--- src/rtl/stopwatch_pkg.sv ---
// Shared definitions for the stopwatch controller.
//   state_t   : controller FSM state encoding (IDLE / RUN / PAUSE)
//   BCD_W     : width of one BCD digit
//   BCD_MAX   : largest legal BCD digit value
//   bcd_next  : next value of a decade digit when it is enabled
package stopwatch_pkg;

    localparam int          BCD_W   = 4;
    localparam logic [3:0]  BCD_MAX = 4'd9;

    typedef enum logic [1:0] {
        ST_IDLE  = 2'd0,
        ST_RUN   = 2'd1,
        ST_PAUSE = 2'd2
    } state_t;

    // Any value at or above 9 folds back to 0, so a digit can never leave 0..9.
    function automatic logic [3:0] bcd_next(input logic [3:0] d);
        logic [3:0] r;
        if (d >= BCD_MAX) begin
            r = 4'd0;
        end else begin
            r = d + 4'd1;
        end
        return r;
    endfunction

endpackage

--- src/rtl/stopwatch_ctrl_decade_digit.sv ---
// One BCD decade counter of the stopwatch chain.
//   clk, rst : clock, asynchronous active-high reset
//   en       : count enable (tick rippled from lower digits)
//   clr      : synchronous clear to 0 (dominates en)
//   q        : current digit value 0..9
//   carry    : en & (q == 9), enables the next digit in the same cycle
module decade_digit
    import stopwatch_pkg::*;
(
    input  logic             clk,
    input  logic             rst,
    input  logic             en,
    input  logic             clr,
    output logic [BCD_W-1:0] q,
    output logic             carry
);

    logic [BCD_W-1:0] q_r;

    // Digit register: clear, advance on enable, otherwise hold.
    always_ff @(posedge clk or posedge rst) begin
        if (rst) begin
            q_r <= 4'd0;
        end else if (clr) begin
            q_r <= 4'd0;
        end else if (en) begin
            q_r <= bcd_next(q_r);
        end else begin
            q_r <= q_r;
        end
    end

    assign q     = q_r;
    assign carry = en & (q_r == BCD_MAX);

endmodule

--- src/rtl/stopwatch_ctrl.sv ---
// Start/stop/lap stopwatch controller over a chain of decade digits.
//   clk, rst    : clock, asynchronous active-high reset
//   start_stop  : pulse, IDLE->RUN, RUN<->PAUSE
//   clear       : pulse, IDLE/PAUSE -> IDLE with everything zeroed (ignored in RUN)
//   lap         : pulse, in RUN toggles the frozen-display snapshot
//   disp        : displayed BCD value (snapshot while lap is active), digit 0 in [3:0]
//   running     : high in RUN
//   lap_active  : high while the display is frozen
//   overflow    : sticky, set when the count wraps from all-9s to all-0s
module stopwatch_ctrl
    import stopwatch_pkg::*;
#(
    parameter int NUM_DIGITS = 4,
    parameter int TICK_DIV   = 10
) (
    input  logic                        clk,
    input  logic                        rst,
    input  logic                        start_stop,
    input  logic                        clear,
    input  logic                        lap,
    output logic [BCD_W*NUM_DIGITS-1:0] disp,
    output logic                        running,
    output logic                        lap_active,
    output logic                        overflow
);

    localparam int             PW        = (TICK_DIV > 1) ? $clog2(TICK_DIV) : 1;
    localparam logic [PW-1:0]  PRE_LAST  = PW'(TICK_DIV - 1);
    localparam logic [PW-1:0]  PRE_ONE   = PW'(1);
    localparam int             DW        = BCD_W * NUM_DIGITS;

    state_t            state_r;
    state_t            next_state_s;
    logic [PW-1:0]     presc_r;
    logic [DW-1:0]     digits_s;
    logic [DW-1:0]     snapshot_r;
    logic              lap_r;
    logic              overflow_r;
    logic              tick_s;
    logic              clr_s;
    logic              in_run_s;
    logic              running_s;
    logic [DW-1:0]     disp_s;
    logic [NUM_DIGITS:0] en_s;

    assign in_run_s = (state_r == ST_RUN);
    // clear only acts outside RUN; it zeros every piece of state at once.
    assign clr_s    = clear & ~in_run_s;
    assign tick_s   = in_run_s & (presc_r == PRE_LAST);

    // FSM state register.
    always_ff @(posedge clk or posedge rst) begin
        if (rst) begin
            state_r <= ST_IDLE;
        end else begin
            state_r <= next_state_s;
        end
    end

    // FSM next-state logic; clear beats start_stop outside RUN.
    always_comb begin
        next_state_s = state_r;
        case (state_r)
            ST_IDLE: begin
                if (clear) begin
                    next_state_s = ST_IDLE;
                end else if (start_stop) begin
                    next_state_s = ST_RUN;
                end else begin
                    next_state_s = ST_IDLE;
                end
            end
            ST_RUN: begin
                if (start_stop) begin
                    next_state_s = ST_PAUSE;
                end else begin
                    next_state_s = ST_RUN;
                end
            end
            ST_PAUSE: begin
                if (clear) begin
                    next_state_s = ST_IDLE;
                end else if (start_stop) begin
                    next_state_s = ST_RUN;
                end else begin
                    next_state_s = ST_PAUSE;
                end
            end
            default: begin
                next_state_s = ST_IDLE;
            end
        endcase
    end

    // FSM outputs and display mux (combinational from registers, no added latency).
    always_comb begin
        running_s = 1'b0;
        disp_s    = digits_s;
        if (state_r == ST_RUN) begin
            running_s = 1'b1;
        end else begin
            running_s = 1'b0;
        end
        if (lap_r) begin
            disp_s = snapshot_r;
        end else begin
            disp_s = digits_s;
        end
    end

    // Prescaler: advances only in RUN, holds in PAUSE so a resume finishes the partial period.
    always_ff @(posedge clk or posedge rst) begin
        if (rst) begin
            presc_r <= '0;
        end else if (clr_s) begin
            presc_r <= '0;
        end else if (tick_s) begin
            presc_r <= '0;
        end else if (in_run_s) begin
            presc_r <= presc_r + PRE_ONE;
        end else begin
            presc_r <= presc_r;
        end
    end

    // Lap snapshot captures the pre-increment count; overflow is sticky until clear.
    always_ff @(posedge clk or posedge rst) begin
        if (rst) begin
            snapshot_r <= '0;
            lap_r      <= 1'b0;
            overflow_r <= 1'b0;
        end else if (clr_s) begin
            snapshot_r <= '0;
            lap_r      <= 1'b0;
            overflow_r <= 1'b0;
        end else begin
            if (in_run_s && lap && !lap_r) begin
                snapshot_r <= digits_s;
                lap_r      <= 1'b1;
            end else if (in_run_s && lap) begin
                lap_r      <= 1'b0;
            end else begin
                lap_r      <= lap_r;
            end
            // Carry out of the top digit means every digit was 9 on a tick.
            if (en_s[NUM_DIGITS]) begin
                overflow_r <= 1'b1;
            end else begin
                overflow_r <= overflow_r;
            end
        end
    end

    assign en_s[0] = tick_s;

    genvar g;
    generate
        for (g = 0; g < NUM_DIGITS; g++) begin : g_digit
            decade_digit u_digit (
                .clk   (clk),
                .rst   (rst),
                .en    (en_s[g]),
                .clr   (clr_s),
                .q     (digits_s[g*BCD_W +: BCD_W]),
                .carry (en_s[g+1])
            );
        end
    endgenerate

    assign disp       = disp_s;
    assign running    = running_s;
    assign lap_active = lap_r;
    assign overflow   = overflow_r;

endmodule

--- config.mk ---
export PLATFORM = sky130hd
export DESIGN_NAME = stopwatch_ctrl
export DESIGN_NICKNAME = d
export VERILOG_FILES = /design/src/rtl/stopwatch_pkg.sv /design/src/rtl/stopwatch_ctrl_decade_digit.sv /design/src/rtl/stopwatch_ctrl.sv
export SDC_FILE = /design/constraint.sdc
export NUM_CORES = 1
export LEC_CHECK = 0
export CAP_MARGIN = 20
export CORE_ASPECT_RATIO = 1.5
export CORE_MARGIN = 2
export CORE_UTILIZATION = 56
export CTS_CLUSTER_SIZE = 12
export DETAILED_ROUTE_END_ITERATION = 10
export MAX_ROUTING_LAYER = met4
export PLACE_DENSITY = 0.79
export SLEW_MARGIN = 20
export SYNTH_ARGS = -nofsm -noshare
export SYNTH_HDL_FRONTEND = slang
export SYNTH_SLANG_ARGS = --single-unit
--- constraint.sdc ---
create_clock -name clk -period 1.94 [get_ports clk]
set_input_delay 0.388 -clock clk [delete_from_list [all_inputs] [get_ports clk]]
set_output_delay 0.388 -clock clk [all_outputs]
set_load 0.005 [all_outputs]
# == Yosys cells after proc, flatten, opt, wreduce, memory -nomap -nowiden ==
# Cells that the tools add are included.
# totals
output_inout_bits,19
regBits,40
inputBits,5
# classes
eq_ne,7
reduce_logical,12
mux,30
bitwise_logic,7
addsub,5
magnitude_cmp,4
# ops
operator,count
2-to-1 mux 4 bit,15
2-to-1 mux 16 bit,3
"adder 4 x 1 -> 4 bit, second input constant",5
"== test 4 bit, second input constant",5
">= comparator 4 bit, second input constant",4
nonzero test 2 bit,6
2-to-1 mux 1 bit,8
AND 1 bit,6
2-to-1 mux 2 bit,3
one-hot mux 2 bit (3 select lines),1
nonzero test 3 bit,2
"== test 2 x 1 -> 1 bit, second input constant",1
"== test 2 bit, second input constant",1
logical AND 1 bit,2
zero test 2 bit,1
zero test 1 bit,1
NOT 1 bit,1

# == Depth between registers and ports, before layout ==
# depth
word_depth,8
depth_mapped,6
mapped_depth_nobuf,6

# == Modules after synthesis ==
# From an unflattened synthesis, not the netlist that was laid out.
# unflattened
cells_unflattened,189
area_unflattened_um2,2223.4
# by_module_without_submodules
module,n_inst,area_per_inst_um2,seq_area_each_um2,cells_each
stopwatch_ctrl,1,1222.4,600.6,97
decade_digit,4,250.2,100.1,23

# == Worst setup path after synthesis ==
# OpenSTA, ideal clock, no wires.
# synth_timing
path_kind,register to register
from,register g_digit[0].u_digit.q_r[1]
to,register g_digit[3].u_digit.q_r[2]
setup_ns,0.122
stages_incl_launch_ff,7
setup_slack_ns,0.224
t_arrival_ns,1.594
required_time_ns,1.818
path_cell_list,dfrtp_1 inv_1 ha_1 nand4b_4 nor4_4 o21ai_1 a32o_1
# synth_via
elab_chain_cells,5
# synth_rtl
item,line_no,rtl
"start, declared",stopwatch_ctrl_decade_digit.sv:18,logic [BCD_W-1:0] q_r;
"start signal, assigned",stopwatch_ctrl_decade_digit.sv:27,q_r <= bcd_next(q_r);
"start signal, assigned",stopwatch_ctrl_decade_digit.sv:29,q_r <= q_r;
== test 4 bit,stopwatch_ctrl_decade_digit.sv:34,assign carry = en & (q_r == BCD_MAX);
AND 1 bit (3 in a row),stopwatch_ctrl_decade_digit.sv:34,
nonzero test 2 bit (no line),--,
"end signal, assigned",stopwatch_ctrl_decade_digit.sv:27,
"end signal, assigned",stopwatch_ctrl_decade_digit.sv:29,
"end, declared",stopwatch_ctrl_decade_digit.sv:18,
# No other way between the ends.
# A chain may end at the register's enable or synchronous reset.

# == Worst setup path in the final report ==
# layout_timing
from,register lap_r (netlist: lap_active)
to,output port disp[2]
# layout_via
elab_chain_cells,1
# layout_rtl
item,line_no,rtl
"start, declared",stopwatch_ctrl.sv:37,logic lap_r;
"start signal, assigned",stopwatch_ctrl.sv:143,lap_r <= lap_r;
2-to-1 mux 16 bit,stopwatch_ctrl.sv:104,if (lap_r) begin
"end, declared",stopwatch_ctrl.sv:21,"output logic [BCD_W*NUM_DIGITS-1:0] disp,"
# No other way between the ends.

==> run metrics <==
root buf cell=clkbuf_8; CTS hold repair buffers=0; CORE AREA=around 4000 sq um; largest net degree at the start of global routing=roughly 40; commonest non-fill, non-tap cell in the layout=nand2_1; Layout area overhead=21.9%; Total Nets Final=between 300 and 400; RSZ-0062 raised after global routing=no; initial antenna violation count=0; Vias/cell=5.59; H-tree Lvls=2; sequential area share after synthesis=0.437; post-synthesis async set-or-reset flop share=1.00; GP Congestion=between 0.8 and 0.9; Worst Skew=7.48 ps; total power divided by cell area=622 nW/um^2; die area=between 4000 and 5000 sq um; Synth warnings=0; max-capacitance violation count=0; post-synthesis cell type count=43; most used flip-flop cell after synthesis=dfrtp_1; Clock Pin Slew Worst Setup and Hold Paths=about 80 ps; vias in the first global route=around 1900; synthesized flop and latch total=40; outcome=complete, no violations; CP arrival=about 1500 ps; syn nets=between 200 and 300; Clock Sinks=40; # IOs=24; Die Width=between 50 and 60 microns; Routed Antenna Nets=0; Mapped Area=approximately 2300 sq um; post-DR wirelength/cell=~15 microns; Worst Max-Slew Pin Slew=between 500 and 600 ps; HP Class=in2async; commonest non-fill, non-tap cells in the layout=53 x nand2_1, 39 x dfrtp_1, 30 x o21ai_0; Slew headroom=0.637; Worst setup SP type=register; Data required, critical path=roughly 1600 ps; TritonCTS clock tree=done; Starting Density=0.584; TritonCTS Buffers=5; Initial DRC Count=42; total gr overflow=0; Clock Path Buffers=2; cells after synthesis=251; die height=82.3 microns; Setup CP Type=reg2out; worst skew pair latency=roughly 300 ps; # DRC=0; overall power=between 1.5 and 2 mW; buffers added on ports=23; row count=28; GRT Total Usage=0.248; DRT Wirelength=between 5000 and 6000 microns; via count=roughly 1900; Post-synth EDFFs=0; layout cell share with drive strength beyond 1=0.157; fmax=around 530 MHz; min Tclk post-route=1900 ps; crit path capture type=primary output; Crit Path Max Fanout=6; final hold vios=0; setup violators final=0; Slew Viols, Final=0; # diodes=0; HPWL after DPL=between 3000 and 4000 microns; Detailed Routing Iterations Pass 1=4; Avg Inst Size Synth=9.13 sq um; setup TNS=0 ps; maximum VDD drop=a little under 0.0005 V; static leakage=1.40 nW; Final Util=0.712; Final Cycle Share=0.978; global-route wire length before repair=roughly 8700 microns
[what timing repair did]
| action | in CTS | in global routing |
|---|---|---|
| buffers inserted | 6 | 0 |
| endpoints found under the setup margin | 16 | 2 |
| resized for setup | 27 | 4 |
| cloned | 2 | 0 |
[cell usage after synthesis (all sizes together) (2+ instances only)]
cell | instances | area (sq um)
nand2 | 53 | 199
dfrtp | 40 | 1000
o21ai | 37 | 185
inv | 18 | 67.6
ha | 14 | 175
clkbuf | 8 | 30.0
nand2b | 8 | 50.1
nand3 | 8 | 40.0
nor2 | 8 | 30.0
a21oi | 7 | 35.0
mux2 | 7 | 78.8
o31ai | 6 | 45.0
nor3 | 4 | 25.0
a41oi | 3 | 26.3
buf | 3 | 16.3
nand3b | 3 | 35.0
a211oi | 2 | 15.0
mux2i | 2 | 20.0
nand4b | 2 | 32.5
nor3b | 2 | 20.0
[final timing paths]
| path | to | from | slack (ps) | cells past startpoint |
|---|---|---|---|---|
| setup / recovery | disp[2] | lap_active | 40 | 4 |
| hold / removal | presc_r[2] | rst | 520 | 3 |
| setup reg to reg | g_digit[3].u_digit.q[1] | g_digit[1].u_digit.q[1] | 170 | 7 |
| hold reg to reg | overflow | overflow | 520 | 2 |
| max in group asynchronous | lap_active | rst | 1050 | 3 |
| min in group clk | overflow | overflow | 520 | 2 |
[registers in the layout, summed over array words and instances (netlist names)]
| signal | count |
|---|---|
| overflow | 1 |
| snapshot_r | 16 |
| state_r | 2 |
| lap_active | 1 |
| presc_r | 4 |
| g_digit.u_digit.q | 16 |
[worst max-delay path, cell delays in order, from the launching register on]
cell and delay, ps:
dfrtp_2 430, buf_6 140, buf_4 100, mux2_2 320, clkdlybuf4s15_1 210
[layer usage]
metal  routed length [microns]  global-route usage  vias up
met1                      2070               0.270      905
met5                         0                   -        -
met2                      2710               0.446       34
met3                       144              0.0421        9
li1                          -                   -      941
met4                        97               0.107        0
[power by group]
part           internal (mW)  total, mW  leakage, nW  switching (mW)
registers              0.853      0.878        0.553          0.0248
logic                  0.129      0.276        0.800           0.146
clock network          0.288      0.585       0.0434           0.297
[layout make-up]
| cell class | instances | area (sq um) |
|---|---|---|
| Inverter | 18 | 67.6 |
| Timing Repair Buffer | 45 | 393 |
| Clock inverter | 2 | 15.0 |
| Clock buffer | 6 | 82.6 |
| Fill cell | 310 | 1130 |
| Multi-Input combinational cell | 182 | 1180 |
| Sequential cell | 40 | 1000 |
| Tap cell | 45 | 56.3 |
[stage by stage]
stage	instances	setup slack, ps	instance area, sq um	hold WS (ps)
global route	338	1.09	2790	547
detailed placement	322	189	2650	512
floorplan	251	224	2290	480
global placement	322	179	2650	503
finish	338	43.4	2790	517
CTS	338	12.0	2800	524
[cell families after synthesis]
group,Yosys count,share of synthesized area
xor+xnor,2,0.00765
compound gates,63,0.163
simple gates,94,0.223
buf+inv,29,0.0497
flops,40,0.437
fa+ha+maj,14,0.0765
mux,9,0.0431
(Power assumes the default switching activity.)
